### config.mk
export PLATFORM = sky130hd
export DESIGN_NAME = mem_port_arbiter
export DESIGN_NICKNAME = d
export VERILOG_FILES = /design/src/rtl/mem_arb_pkg.sv /design/src/rtl/mem_arb_pick.sv /design/src/rtl/mem_port_arbiter.sv
export SDC_FILE = /design/constraint.sdc
export NUM_CORES = 1
export LEC_CHECK = 0
export CORE_ASPECT_RATIO = 0.6
export CORE_MARGIN = 3
export CORE_UTILIZATION = 40
export CTS_CLUSTER_DIAMETER = 80
export DETAILED_ROUTE_END_ITERATION = 12
export PLACE_DENSITY = 0.88
export SETUP_SLACK_MARGIN = 0.1
export SLEW_MARGIN = 20
export SYNTH_ARGS = -nofsm -noshare
export SYNTH_HDL_FRONTEND = slang
export SYNTH_SLANG_ARGS = --single-unit
### constraint.sdc
create_clock -name clk -period 3.3 [get_ports clk]
set_clock_uncertainty 0.15 [all_clocks]
set_input_delay 0.66 -clock clk [delete_from_list [all_inputs] [get_ports clk]]
set_output_delay 0.66 -clock clk [all_outputs]
set_load 0.01 [all_outputs]
### src/rtl/mem_arb_pkg.sv
// Shared types and constants for the CPU/DMA on-chip memory port arbiter.
package mem_arb_pkg;

  localparam int MEM_ADDR_W = 18;
  localparam int MEM_DATA_W = 16;
  localparam int MEM_DEPTH  = 196608;

  typedef enum logic [1:0] {
    OWN_NONE = 2'd0,
    OWN_M0   = 2'd1,
    OWN_M1   = 2'd2
  } owner_t;

endpackage

### src/rtl/mem_arb_pick.sv
// Combinational grant selection: round-robin on ties, optionally holding the
// current owner for a burst (MEM_ARB_BURST_LOCK_EN).
module mem_arb_pick
  import mem_arb_pkg::*;
(
  input  logic [1:0] req,
  input  logic       last_gnt,
`ifdef MEM_ARB_BURST_LOCK_EN
  input  logic [1:0] owner,
  input  logic [7:0] burst_cnt,
  input  logic [7:0] burst_max,
`endif
  output logic [1:0] gnt
);

  always_comb begin
    gnt = 2'b00;
    case (req)
      2'b01:   gnt = 2'b01;
      2'b10:   gnt = 2'b10;
      2'b11:   gnt = last_gnt ? 2'b01 : 2'b10;
      default: gnt = 2'b00;
    endcase
`ifdef MEM_ARB_BURST_LOCK_EN
    // Owner that is still requesting and below the burst limit keeps the port.
    if (owner == OWN_M0 && req[0] && burst_cnt < burst_max) begin
      gnt = 2'b01;
    end else if (owner == OWN_M1 && req[1] && burst_cnt < burst_max) begin
      gnt = 2'b10;
    end
`endif
  end

endmodule

### src/rtl/mem_port_arbiter.sv
// Two-port Avalon-MM arbiter (CPU = port 0, DMA = port 1) in front of a
// single-port on-chip memory. Burst lock is compiled in with MEM_ARB_BURST_LOCK_EN.
module mem_port_arbiter
  import mem_arb_pkg::*;
#(
  parameter int ADDR_W    = MEM_ADDR_W,
  parameter int DATA_W    = MEM_DATA_W,
  parameter int BURST_LEN = 8
) (
  input  logic                  clk,
  input  logic                  reset_n,
  input  logic [ADDR_W-1:0]     m0_address,
  input  logic [DATA_W/8-1:0]   m0_byteenable,
  input  logic                  m0_read,
  input  logic                  m0_write,
  input  logic [DATA_W-1:0]     m0_writedata,
  output logic                  m0_waitrequest,
  output logic [DATA_W-1:0]     m0_readdata,
  output logic                  m0_readdatavalid,
  input  logic [ADDR_W-1:0]     m1_address,
  input  logic [DATA_W/8-1:0]   m1_byteenable,
  input  logic                  m1_read,
  input  logic                  m1_write,
  input  logic [DATA_W-1:0]     m1_writedata,
  output logic                  m1_waitrequest,
  output logic [DATA_W-1:0]     m1_readdata,
  output logic                  m1_readdatavalid,
  output logic [ADDR_W-1:0]     mem_address,
  output logic [DATA_W/8-1:0]   mem_byteenable,
  output logic [DATA_W-1:0]     mem_writedata,
  output logic                  mem_chipselect,
  output logic                  mem_write,
  input  logic [DATA_W-1:0]     mem_readdata,
  output logic                  arb_conflict,
  output logic [1:0]            dbg_owner
);

  owner_t                owner_q, owner_d;
  logic                  last_gnt_q, last_gnt_d;
  logic [1:0]            rd_pend_q, rd_pend_d;
  logic                  conflict_q, conflict_d;
  logic [ADDR_W-1:0]     addr_q, addr_d;
  logic [DATA_W/8-1:0]   be_q, be_d;
  logic [DATA_W-1:0]     wd_q, wd_d;
  logic [1:0]            req;
  logic [1:0]            gnt;

  // Requests are masked in reset so nothing is granted while reset_n is low.
  assign req = {m1_read | m1_write, m0_read | m0_write} & {2{reset_n}};

`ifdef MEM_ARB_BURST_LOCK_EN
  localparam logic [7:0] BURST_MAX = 8'(BURST_LEN - 1);
  logic [7:0] burst_cnt_q, burst_cnt_d;
  logic       retained;

  mem_arb_pick u_pick (
    .req       (req),
    .last_gnt  (last_gnt_q),
    .owner     (owner_q),
    .burst_cnt (burst_cnt_q),
    .burst_max (BURST_MAX),
    .gnt       (gnt)
  );

  always_comb begin
    retained    = (gnt[0] && owner_q == OWN_M0) || (gnt[1] && owner_q == OWN_M1);
    burst_cnt_d = 8'd0;
    if (retained) begin
      burst_cnt_d = (burst_cnt_q < BURST_MAX) ? burst_cnt_q + 8'd1 : burst_cnt_q;
    end
  end

  always_ff @(posedge clk) begin
    if (!reset_n) burst_cnt_q <= 8'd0;
    else          burst_cnt_q <= burst_cnt_d;
  end
`else
  mem_arb_pick u_pick (
    .req      (req),
    .last_gnt (last_gnt_q),
    .gnt      (gnt)
  );
`endif

  always_comb begin
    mem_write = 1'b0;
    addr_d    = addr_q;
    be_d      = be_q;
    wd_d      = wd_q;
    if (gnt[1]) begin
      addr_d    = m1_address;
      be_d      = m1_byteenable;
      wd_d      = m1_writedata;
      mem_write = m1_write;
    end else if (gnt[0]) begin
      addr_d    = m0_address;
      be_d      = m0_byteenable;
      wd_d      = m0_writedata;
      mem_write = m0_write;
    end
    if (!reset_n) begin
      addr_d = '0;
      be_d   = '0;
      wd_d   = '0;
    end
  end

  assign mem_chipselect = |gnt;
  assign mem_address    = addr_d;
  assign mem_byteenable = be_d;
  assign mem_writedata  = wd_d;
  assign m0_waitrequest = ~gnt[0];
  assign m1_waitrequest = ~gnt[1];

  always_comb begin
    owner_d = OWN_NONE;
    if (gnt[0])      owner_d = OWN_M0;
    else if (gnt[1]) owner_d = OWN_M1;
    last_gnt_d = last_gnt_q;
    if (gnt[1])      last_gnt_d = 1'b1;
    else if (gnt[0]) last_gnt_d = 1'b0;
    // A read+write command performs the write only, so it never returns data.
    rd_pend_d[0] = gnt[0] & m0_read & ~m0_write;
    rd_pend_d[1] = gnt[1] & m1_read & ~m1_write;
    conflict_d   = conflict_q | (m0_read & m0_write) | (m1_read & m1_write);
  end

  always_ff @(posedge clk) begin
    if (!reset_n) begin
      owner_q    <= OWN_NONE;
      last_gnt_q <= 1'b1;
      rd_pend_q  <= 2'b00;
      conflict_q <= 1'b0;
      addr_q     <= '0;
      be_q       <= '0;
      wd_q       <= '0;
    end else begin
      owner_q    <= owner_d;
      last_gnt_q <= last_gnt_d;
      rd_pend_q  <= rd_pend_d;
      conflict_q <= conflict_d;
      addr_q     <= addr_d;
      be_q       <= be_d;
      wd_q       <= wd_d;
    end
  end

  assign m0_readdatavalid = rd_pend_q[0] & reset_n;
  assign m1_readdatavalid = rd_pend_q[1] & reset_n;
  assign m0_readdata      = m0_readdatavalid ? mem_readdata : '0;
  assign m1_readdata      = m1_readdatavalid ? mem_readdata : '0;
  assign arb_conflict     = conflict_q;
  assign dbg_owner        = owner_q;

endmodule
==> flow_results.xml <==
<?xml version="1.0" encoding="UTF-8"?>
<metrics>
  <group name="run_status">
    <metric name="outcome" unit="">finished clean</metric>
  </group>
  <group name="cts">
    <metric name="cts_hold_buffers" unit="">0</metric>
    <metric name="worstSkewPairLatency" unit="ns">0.29</metric>
    <metric name="clock_tree.buffer_depth" unit="">2</metric>
    <metric name="post_cts.repair.setup_buffers" unit="">0</metric>
    <metric name="cts-buffers-inserted" unit="">5</metric>
    <metric name="clk_transition_reported_paths" unit="ns">0.08</metric>
    <metric name="clock_sinks" unit="">42</metric>
    <metric name="clk_root_buffer_cell" unit="">clkbuf_8</metric>
    <metric name="tritoncts_clock_tree" unit="">done</metric>
    <metric name="cts_htree_levels" unit="">2</metric>
  </group>
  <group name="routing">
    <metric name="via_density" unit="">6.01</metric>
    <metric name="first_drt_pass_iteration_count" unit="">6</metric>
    <metric name="route.detailed.wl_per_inst" unit="µm">18.6</metric>
    <metric name="dr_total_vias" unit="">3395</metric>
    <metric name="drc" unit="">0</metric>
    <metric name="detail_route.wirelength" unit="mm">10.5</metric>
    <metric name="drt-initial-drc-count" unit="">276</metric>
    <metric name="ant_nets" unit="">0</metric>
  </group>
  <group name="logic_synthesis">
    <metric name="synth-seq-area-share" unit="%">32.0</metric>
    <metric name="ys_dominant_reg_cell" unit="">dfxtp_1</metric>
    <metric name="synth.top_cell.area_share" unit="%">32.0</metric>
    <metric name="synth_cells" unit="">321</metric>
    <metric name="yosys_register_bits" unit="">42</metric>
    <metric name="netlist_area" unit="mm²">0.00263</metric>
    <metric name="post_synth.cell_area_avg" unit="µm²">8.19</metric>
    <metric name="synth_enable_flop_cells" unit="">0</metric>
    <metric name="synth_top_area_cell" unit="">dfxtp_1</metric>
    <metric name="postSynth.asyncResetShare" unit="%">0</metric>
    <metric name="synth_fp_nets" unit="">415</metric>
    <metric name="ranking_of_synthesized_cells_by_area" unit="">dfxtp_1 (32%), a31oi_1 (17%), or3b_1 (12%)</metric>
    <metric name="synth.yosys.warnings" unit="">0</metric>
    <metric name="synthDistinctLibCells" unit="">28</metric>
  </group>
  <group name="sta">
    <metric name="slew_margin_rel" unit="%">65.3</metric>
    <metric name="final.setup.tns" unit="ns">0</metric>
    <metric name="min_period" unit="ns">3.21</metric>
    <metric name="timing.final.max_slew_violations" unit="">0</metric>
    <metric name="setup_violating_endpoint_count_in_the_final_report" unit="">0</metric>
    <metric name="rsz0062_at_grt" unit="">no</metric>
    <metric name="fin_crit_sh" unit="%">97.2</metric>
    <metric name="tightestPinTransition" unit="ns">0.520</metric>
    <metric name="final-hold-violation-count" unit="">0</metric>
    <metric name="maxClockFrequency" unit="MHz">312</metric>
  </group>
  <group name="final_layout">
    <metric name="sequential_cell_area" unit="µm²">841</metric>
    <metric name="layout_utilization" unit="%">73.3</metric>
    <metric name="final_layout_size_suffix_gt1_share" unit="%">18.9</metric>
    <metric name="flow.area_growth_from_synthesis" unit="%">74.1</metric>
    <metric name="area_of_combinational_cells_with_multiple_inputs" unit="mm²">0.00169</metric>
    <metric name="num-fill-cells" unit="">479</metric>
    <metric name="nets" unit="">574</metric>
    <metric name="diodes" unit="">0</metric>
  </group>
  <group name="power_and_ir_drop">
    <metric name="leakagePower" unit="nW">1.79</metric>
    <metric name="power-per-cell-area" unit="mW/mm²">314</metric>
    <metric name="power.ir.vdd_worst" unit="µV">193</metric>
  </group>
  <group name="placement">
    <metric name="dp.final_hpwl" unit="mm">7.35</metric>
    <metric name="placement.io_buffers" unit="">170</metric>
    <metric name="gp_routability_congestion" unit="">0.776</metric>
  </group>
  <group name="floorplan">
    <metric name="floorplan.initialDensity" unit="%">42.1</metric>
    <metric name="dieArea" unit="mm²">0.00762</metric>
    <metric name="die_width" unit="µm">111</metric>
    <metric name="fp-row-count" unit="">22</metric>
    <metric name="core_ar" unit="mm²">0.00625</metric>
    <metric name="floorplan.die.height" unit="µm">68.8</metric>
    <metric name="io-pin-count" unit="">171</metric>
  </group>
  <group name="global_route">
    <metric name="met3_usage" unit="%">7.06</metric>
    <metric name="grt_use_met1" unit="%">32.5</metric>
    <metric name="number_of_antenna_violations_at_the_first_check_in_global_routing" unit="">0</metric>
    <metric name="grt_busiest_layer" unit="">met2</metric>
    <metric name="grt_max_degree" unit="">50</metric>
    <metric name="use_met2" unit="%">44.6</metric>
    <metric name="global_route.usage.total" unit="%">25.6</metric>
    <metric name="grt_remaining_overflow" unit="">0</metric>
    <metric name="grt_pass1_vias" unit="">3146</metric>
    <metric name="grt_first_pass_wirelength" unit="mm">15.9</metric>
  </group>
  <group name="critical_path">
    <metric name="worst-path-max-fanout" unit="">37</metric>
    <metric name="critPathSlowestCell" unit="">clkdlybuf4s50_1</metric>
    <metric name="number_of_cell_instances_on_the_worst_register_to_register_path" unit="">4</metric>
    <metric name="terminus_of_the_critical_flop_to_flop_path" unit="">wd_q[12]$_SDFF_PN0_</metric>
    <metric name="critical_path_buf_inv_count" unit="">4</metric>
    <metric name="regToRegSetupSlack" unit="ns">1.62</metric>
    <metric name="worstPathCellList" unit="">clkdlybuf4s50_1 -&gt; buf_4 -&gt; o21a_1 -&gt; buf_12 -&gt; o31ai_1 -&gt; a31oi_1 -&gt; buf_2</metric>
    <metric name="worst_r2r_startpoint" unit="">last_gnt_q$_SDFFE_PP1N_</metric>
    <metric name="cpLargestDelayFamily" unit="">buffers and inverters</metric>
    <metric name="start_kind" unit="">input pin</metric>
    <metric name="arrival" unit="ns">2.40</metric>
    <metric name="timing.setup.critical_path_class" unit="">in2out</metric>
    <metric name="timing.critical_path.from" unit="">m0_read</metric>
    <metric name="critical_path.endpoint_type" unit="">output pin</metric>
    <metric name="cpPeakStageDelay" unit="ns">0.46</metric>
    <metric name="critPathRequiredTime" unit="ns">2.49</metric>
  </group>
  <group name="hold_path">
    <metric name="worstHoldStart" unit="">addr_q[17]$_SDFF_PN0_</metric>
    <metric name="whs_path_depth" unit="">2</metric>
    <metric name="hp-class" unit="">reg2reg</metric>
    <metric name="timing.hold.worst_endpoint" unit="">addr_q[17]$_SDFF_PN0_</metric>
  </group>
  <group name="job">
    <metric name="cap_violations" unit="">0</metric>
  </group>
</metrics>
-- worst max path at each step --
stage / slack, ns / cells after the start / endpoint
floorplan: 0.60 / 6 / mem_address[15]
global placement: -0.21 / 6 / mem_address[0]
detailed placement: -0.25 / 6 / mem_writedata[8]
CTS: 0.008 / 6 / mem_writedata[8]
global route: 0.03 / 7 / mem_writedata[3]
finish: 0.09 / 7 / mem_writedata[3]
-- synth_stat cells (all sizes together) (2+ instances only) --
cell type	instances
or3b	36
o31ai	36
nor2	3
clkbuf	28
dfxtp	42
o21ai	39
buf	15
and3	32
and2	3
inv	2
o21a	2
a31oi	72
-- worst register-to-register path: cells and delay by family, from the launching register on --
family	cells	cell delay, ns
DFF	1	0.45
AOI/OAI and AO/OA	2	0.43
and+or+nand+nor	1	0.40
buffers and inverters	1	0.15
-- cell type report --
cell class,instances,area share [%]
Clock buffer,7,1.89
Inverter,2,0.219
Sequential cell,42,18.4
Clock inverter,1,0.109
Tap cell,84,2.30
Timing Repair Buffer,195,40.3
Multi-Input combinational cell,234,36.9
-- routing by layer --
metal	vias to the layer above	routed length, µm
li1	1595	-
met4	0	127
met2	165	5140
met3	14	824
met1	1621	4420
met5	-	0
-- through the flow --
stage,power [mW],cells,setup slack [ns],instance area [µm²],hold slack [ns]
final,1.44,565,0.0923,4580,0.373
after global routing,1.51,565,0.0346,4580,0.408
after CTS,1.43,565,0.00834,4620,0.372
after detailed placement,1.11,557,-0.254,4520,0.362
after global placement,1.09,557,-0.213,4520,0.344
after floorplan,0.814,321,0.598,2630,0.327
-- where the power goes --
group	internal (mW)	switching (mW)	total, mW
clock	0.169	0.174	0.343
combinational	0.272	0.257	0.530
sequential	0.551	0.0150	0.566
-- what timing repair did --
action,in CTS,in global routing
setup endpoints to repair,37,36
pin swaps,2,11
endpoints found under the hold margin,0,0
gates resized for setup,80,71
-- cells in the final DEF (no fill, tap or decap), types with 3 or more instances in the layout --
master and count:
clkdlybuf4s50_1 132, a31oi_1 68, dfxtp_1 42, or3b_1 34
and3_1 32, o21ai_1 30, o31ai_1 24, clkbuf_2 20
buf_4 15, buf_2 13, o31ai_2 12, buf_12 9
o21ai_0 8, clkbuf_8 6, clkdlybuf4s15_2 3
-- kinds of logic after synthesis --
group	count (synthesis)	synth area share, %
DFF	42	32.0
and+or+nand+nor	81	22.6
buffers and inverters	45	8.56
AOI/OAI and AO/OA	153	36.9
-- registers in the layout, indices dropped and copies added (netlist names) --
signal        cells
arb_conflict      1
be_q              2
wd_q             16
addr_q           18
last_gnt_q        1
rd_pend_q         2
dbg_owner         2
(Power assumes the default switching activity.)
